**config.mk**
```make
export PLATFORM = sky130hd
export DESIGN_NAME = rx_packet_ctrl_flat
export DESIGN_NICKNAME = d
export VERILOG_FILES = /design/src/rtl/rx_packet_ctrl_if.sv /design/src/rtl/rx_packet_ctrl.sv /design/src/flat_wrapper.sv
export SDC_FILE = /design/constraint.sdc
export NUM_CORES = 1
export LEC_CHECK = 0
export BUFFER_PORTS_ARGS = -buffer_cell sky130_fd_sc_hd__buf_2
export CORE_AREA = 5 5 55 57
export DETAILED_ROUTE_END_ITERATION = 10
export DIE_AREA = 0 0 60 62
export PLACE_DENSITY_LB_ADDON = 0.2
export REMOVE_ABC_BUFFERS = 1
export SLEW_MARGIN = 20
export SYNTH_ARGS = -nofsm -noshare
export SYNTH_HDL_FRONTEND = slang
export SYNTH_SLANG_ARGS = --single-unit
export TNS_END_PERCENT = 100
```
**constraint.sdc**
```tcl
create_clock -name clk -period 1.8 [get_ports clk]
set_clock_uncertainty 0.05 [all_clocks]
set_input_delay 0.18 -clock clk [delete_from_list [all_inputs] [get_ports clk]]
set_output_delay 0.18 -clock clk [all_outputs]
set_load 0.02 [all_outputs]
```
**src/rtl/rx_packet_ctrl_if.sv**
```systemverilog
// Receive-control bus: decoder/shift-register side signals in, FIFO/status side signals out.
// The master drives the line-side inputs; the controller is the slave.
interface rx_packet_ctrl_if #(
    parameter int CNT_W = 7
);
    logic             d_edge;
    logic             eop;
    logic             shift_enable;
    logic [7:0]       rcv_data;
    logic             rcving;
    logic             w_enable;
    logic             r_error;
    logic             clr_shift;
    logic [CNT_W-1:0] byte_count;

    modport master (
        output d_edge, eop, shift_enable, rcv_data,
        input  rcving, w_enable, r_error, clr_shift, byte_count
    );

    modport slave (
        input  d_edge, eop, shift_enable, rcv_data,
        output rcving, w_enable, r_error, clr_shift, byte_count
    );
endinterface

```
**src/rtl/rx_packet_ctrl.sv**
```systemverilog
// USB full-speed receive control FSM: SYNC validation, byte framing, FIFO write strobes, error flags.
// Optional RX_PID_CHECK_EN: first data byte must carry a valid PID (low nibble == ~high nibble).
module rx_packet_ctrl #(
    parameter logic [7:0] SYNC_BYTE = 8'h80,
    parameter int         MAX_BYTES = 64,
    parameter int         CNT_W     = 7
) (
    input  logic            clk,
    input  logic            n_rst,
    rx_packet_ctrl_if.slave bus
);
    typedef enum logic [2:0] {
        IDLE, SYNC_WAIT, SYNC_CHK, RECV, STORE, EOP_WAIT, ERR_WAIT, EIDLE
    } state_t;

    localparam logic [CNT_W-1:0] MAX_CNT = CNT_W'(MAX_BYTES);

    state_t           state, next_state;
    logic [2:0]       bit_cnt;
    logic [CNT_W-1:0] byte_count;
    logic             r_error, clr_shift, eop_seen;
    logic             start, strobe_eop, byte_done, at_max, pid_bad, rcving, w_enable;

    assign rcving     = (state != IDLE) && (state != EIDLE);
    assign start      = !rcving && bus.d_edge;
    assign strobe_eop = bus.eop & bus.shift_enable;
    // eop wins over a byte completing on the same strobe
    assign byte_done  = bus.shift_enable & ~bus.eop & (bit_cnt == 3'd7);
    assign at_max     = (byte_count == MAX_CNT);

`ifdef RX_PID_CHECK_EN
    assign pid_bad = (state == STORE) && (byte_count == '0) &&
                     (bus.rcv_data[3:0] != ~bus.rcv_data[7:4]);
`else
    assign pid_bad = 1'b0;
`endif

    assign w_enable = (state == STORE) && !pid_bad;

    always_ff @(posedge clk or negedge n_rst) begin
        if (!n_rst) state <= IDLE;
        else        state <= next_state;
    end

    always_comb begin
        next_state = state;
        case (state)
            IDLE, EIDLE: if (bus.d_edge) next_state = SYNC_WAIT;
            SYNC_WAIT: begin
                if (strobe_eop)     next_state = ERR_WAIT;
                else if (byte_done) next_state = SYNC_CHK;
            end
            SYNC_CHK: next_state = (bus.rcv_data == SYNC_BYTE) ? RECV : ERR_WAIT;
            RECV: begin
                if (strobe_eop)     next_state = (bit_cnt == 3'd0) ? EOP_WAIT : ERR_WAIT;
                else if (byte_done) next_state = at_max ? ERR_WAIT : STORE;
            end
            STORE: next_state = pid_bad ? ERR_WAIT : RECV;
            EOP_WAIT: begin
                if (bus.shift_enable && !bus.eop)
                    next_state = (byte_count == '0) ? EIDLE : IDLE;
            end
            ERR_WAIT: begin
                if (bus.shift_enable && !bus.eop && eop_seen) next_state = EIDLE;
            end
            default: next_state = IDLE;
        endcase
    end

    always_ff @(posedge clk or negedge n_rst) begin
        if (!n_rst) begin
            bit_cnt    <= '0;
            byte_count <= '0;
            r_error    <= 1'b0;
            clr_shift  <= 1'b0;
            eop_seen   <= 1'b0;
        end else begin
            clr_shift <= start;

            if (start)                          bit_cnt <= '0;
            else if (rcving && bus.shift_enable) bit_cnt <= bit_cnt + 3'd1;

            if (start)                   byte_count <= '0;
            else if (w_enable && !at_max) byte_count <= byte_count + 1'b1;

            // an empty packet with a clean EOP is still an error
            if (start)
                r_error <= 1'b0;
            else if (next_state == ERR_WAIT || (state == EOP_WAIT && next_state == EIDLE))
                r_error <= 1'b1;

            // ERR_WAIT must see eop rise before its falling strobe counts as packet end
            if (state != ERR_WAIT) eop_seen <= bus.eop;
            else                   eop_seen <= eop_seen | bus.eop;
        end
    end

    assign bus.rcving     = rcving;
    assign bus.w_enable   = w_enable;
    assign bus.r_error    = r_error;
    assign bus.clr_shift  = clr_shift;
    assign bus.byte_count = byte_count;
endmodule
```
**src/flat_wrapper.sv**
```systemverilog
// flat-port wrapper written by rule: the top's interface ports become plain ports
module rx_packet_ctrl_flat 
#(
    parameter logic [7:0] SYNC_BYTE = 8'h80,
    parameter int         MAX_BYTES = 64,
    parameter int         CNT_W     = 7
)
  (clk, n_rst, bus_d_edge, bus_eop, bus_shift_enable, bus_rcv_data, bus_rcving, bus_w_enable, bus_r_error, bus_clr_shift, bus_byte_count);
  rx_packet_ctrl_if #(.CNT_W(CNT_W)) bus_i ();
  input  logic clk;
  input  logic n_rst;
  input wire logic [$bits(bus_i.d_edge)-1:0] bus_d_edge;
  input wire logic [$bits(bus_i.eop)-1:0] bus_eop;
  input wire logic [$bits(bus_i.shift_enable)-1:0] bus_shift_enable;
  input wire logic [$bits(bus_i.rcv_data)-1:0] bus_rcv_data;
  output wire logic [$bits(bus_i.rcving)-1:0] bus_rcving;
  output wire logic [$bits(bus_i.w_enable)-1:0] bus_w_enable;
  output wire logic [$bits(bus_i.r_error)-1:0] bus_r_error;
  output wire logic [$bits(bus_i.clr_shift)-1:0] bus_clr_shift;
  output wire logic [$bits(bus_i.byte_count)-1:0] bus_byte_count;
  assign bus_i.d_edge = bus_d_edge;
  assign bus_i.eop = bus_eop;
  assign bus_i.shift_enable = bus_shift_enable;
  assign bus_i.rcv_data = bus_rcv_data;
  assign bus_rcving = bus_i.rcving;
  assign bus_w_enable = bus_i.w_enable;
  assign bus_r_error = bus_i.r_error;
  assign bus_clr_shift = bus_i.clr_shift;
  assign bus_byte_count = bus_i.byte_count;
  rx_packet_ctrl #(.SYNC_BYTE(SYNC_BYTE), .MAX_BYTES(MAX_BYTES), .CNT_W(CNT_W)) u_core (.clk(clk), .n_rst(n_rst), .bus(bus_i));
endmodule
```
==> flow_metrics.py <==
metrics = {
    "status": {
        "status": "complete, no violations",
    },
    "yosys": {
        "synth_commonest_cells": "16 x dfrtp_1, 10 x nor2_1, 7 x nand2_1",
        "synth_top_cell_by_area": "dfrtp_1",
        "syn_area_um2": 997.2,
        "synth-edff-count": 0,
        "synth_top_area_share_pct": 40.15,
        "synthCells": 103,
        "synth_area_leaders": "dfrtp_1 40%, ha_1 6.3%, nor2_1 3.8%, nand2_1 2.6%, xnor2_1 2.6%",
        "synthArstFlopShare_pct": 100.0,
        "ys_seq_elements": 16,
        "yosysSeqAreaShare_pct": 40.15,
        "yosysMostFrequentCell": "dfrtp_1",
        "yosysWarnings": 0,
        "synth_ff_type": "dfrtp_1",
        "synth_cell_types": 42,
        "syn_avg_cell_area_um2": 9.682,
    },
    "sta": {
        "fin_crit_sh_pct": 96.54,
        "finalWorstSetupSlack_ns": 0.06228,
        "hold_violations": 0,
        "slew_headroom_pct": 73.06,
        "fin_crit_ns": 1.738,
        "rsz0062_at_grt": "no",
        "hold_slack_ns": 0.07926,
        "finalSetupViolations": 0,
        "slew_viol_final": 0,
        "max_slew.worst_pin.slew_ns": 0.4010,
        "fmax_mhz": 575.5,
    },
    "cts": {
        "cts_setup_buffers": 0,
        "root_buffer": "clkbuf_4",
        "cts_max_path_buffers": 2,
        "clkTransAtPathRegs_ns": 0.10,
        "cts_tree": "done",
        "clock_latency_ns": 0.29,
        "htreeDepth": 1,
        "cts_made_buffers": 3,
        "cts.sinks": 16,
    },
    "power": {
        "totalPowerFinal_uw": 1847,
        "p_int_uw": 1063,
        "p_sw_uw": 784.8,
        "combPwrFrac_pct": 56.5,
        "switching_share_pct": 42.48,
        "worst_ir_drop_vdd_uv": 677.0,
        "clock_power_share_pct": 13.1,
        "p_seq_share_pct": 30.4,
        "p_leak_uw": 0.0006089,
        "powerDensity_mw_per_mm2": 1456,
    },
    "drt": {
        "drt_iter0_markers": 24,
        "wirelength_mm": 2.411,
        "vias_per_cell": 5.423,
        "wl_met2_mm": 1.209,
        "first_pass_iters": 4,
        "wl_met1_mm": 1.086,
        "vias": 911,
        "ant_nets": 0,
        "wl_met3_um": 90,
        "highest_layer": "met4",
        "wl_per_cell_um": 14.35,
        "drc": 0,
    },
    "critical_path": {
        "path_buf_inv": 0,
        "path_class": "reg2reg",
        "startpoint_type": "flop",
        "crit_chain": "or4_4 -> nor4b_2 -> a311oi_1 -> o32ai_1",
        "critPathMaxStageDelay_ns": 0.59,
        "cp_slowest_cell": "or4_4",
        "crit_path_end_kind": "flop",
        "crit_path_max_fanout": 5,
        "critical_path_required_ns": 1.94,
        "critPathTopFamily": "simple AND/OR/NAND/NOR gates",
        "critical_path_arrival_ns": 1.88,
    },
    "cells_and_area": {
        "seq_area_um2": 400.4,
        "multiInputGateArea_um2": 564.3,
        "n_antenna_cell": 0,
        "utilization_pct": 52.16,
        "nNetsFinal": 157,
        "num-fill-cells": 251,
        "syn_to_final_growth_pct": 27.23,
        "drive_gt1_share_pct": 32.61,
    },
    "flow_run": {
        "drv_cap": 0,
    },
    "placed_design": {
        "preCtsSetupSlack_ns": 0.06367,
        "gp_congestion": 0.8555,
        "place_hpwl_mm": 1.841,
        "io_buffers": 23,
    },
    "floorplan": {
        "die_w_um": 60,
        "die_h_um": 62,
        "placement_rows": 18,
        "die_area_mm2": 0.003720,
        "coreArea_mm2": 0.002432,
        "start_util_pct": 41.00,
        "io_pins": 24,
    },
    "global_route": {
        "grt_use_total_pct": 13.98,
        "grt_pass1_vias": 851,
        "grt_pass1_wl_mm": 3.919,
        "grt_start_max_net_pins": 17,
        "globalRoute.totalOverflow": 0,
        "antenna_found_initial": 0,
    },
    "worst_hold_path": {
        "hp-class": "in2reg",
    },
}
path summary, 6_finish.rpt:
check / startpoint / endpoint / slack [ns] / depth (start not counted)
worst max register to register: u_core.bus.byte_count[2] / u_core.bus.r_error / 0.06 / 4
worst min register to register: u_core.bus.r_error / u_core.bus.r_error / 0.49 / 2
worst max-delay path: u_core.bus.byte_count[2] / u_core.bus.r_error / 0.06 / 4
min in group asynchronous: n_rst / u_core.state[2] / 0.28 / 2
worst min-delay path: bus_d_edge / u_core.state[2] / 0.08 / 2
max in group asynchronous: n_rst / u_core.bus.byte_count[6] / 1.15 / 2
registers in the layout, summed over array words and instances, names as in the netlist:
| name | flops |
|---|---|
| u_core.bus.byte_count | 7 |
| u_core.eop_seen | 1 |
| u_core.bit_cnt | 3 |
| u_core.bus.clr_shift | 1 |
| u_core.bus.r_error | 1 |
| u_core.state | 3 |
through the flow:
stage	setup TNS (ns)	cell area (µm²)	instances
global placement	0	1212	163
global route	0	1269	168
detailed placement	0	1212	163
CTS	0	1259	168
finish	0	1269	168
floorplan	-0.03456	977.2	99
repair_timing:
item                                   in CTS  in global routing
setup endpoints to repair                   0                  4
gates resized for setup                     0                  3
endpoints found under the hold margin      16                  0
hold buffers                                1                  0
worst reg2reg max path: stages (launching register included):
cell and delay [ns]:
dfrtp_1 0.39, or4_4 0.59, nor4b_2 0.25, a311oi_1 0.10, o32ai_1 0.27
power by group through the flow:
stage,logic (µW),clock network [µW],registers [µW]
after floorplan,553,0,676
after detailed placement,1020,0,570
after global routing,1140,273,581
final,1040,243,562
after CTS,1030,252,564
after global placement,1010,0,561
layer usage:
metal | vias up | global-route usage [%]
met5 | - | 0
met4 | 0 | 3.797
met3 | 4 | 3.306
met2 | 14 | 22.38
met1 | 442 | 18.96
li1 | 451 | -
logic make-up (layout without fill, tap and decap cells):
kind of cell | Yosys count | after routing | synth area share (%)
XOR/XNOR | 4 | 4 | 3.514
adder cells (fa/ha/maj) | 5 | 5 | 6.274
AO/OA/AOI/OAI | 25 | 25 | 18.70
flip-flops | 16 | 16 | 40.15
multiplexers | 2 | 2 | 2.133
AND/OR/NAND/NOR | 41 | 41 | 24.97
buffers and inverters | 10 | 45 | 4.266
cells in the final DEF, fill, tap and decap left out, drive strengths merged, types with 3 or more instances in the layout:
cell type,n
nor3,3
buf,34
nor2,10
xnor2,3
a21oi,3
inv,6
ha,5
or4,3
nand2,7
clkbuf,4
o211ai,3
o21ai,5
nand2b,4
dfrtp,16
area by class of cell:
cell class / instances / area share, %
Clock buffer: 4 / 2.860
Multi-Input combinational cell: 77 / 44.48
Inverter: 6 / 1.775
Timing Repair Buffer: 35 / 16.37
Tap cell: 30 / 2.959
Sequential cell: 16 / 31.56
(Power assumes the default switching activity.)
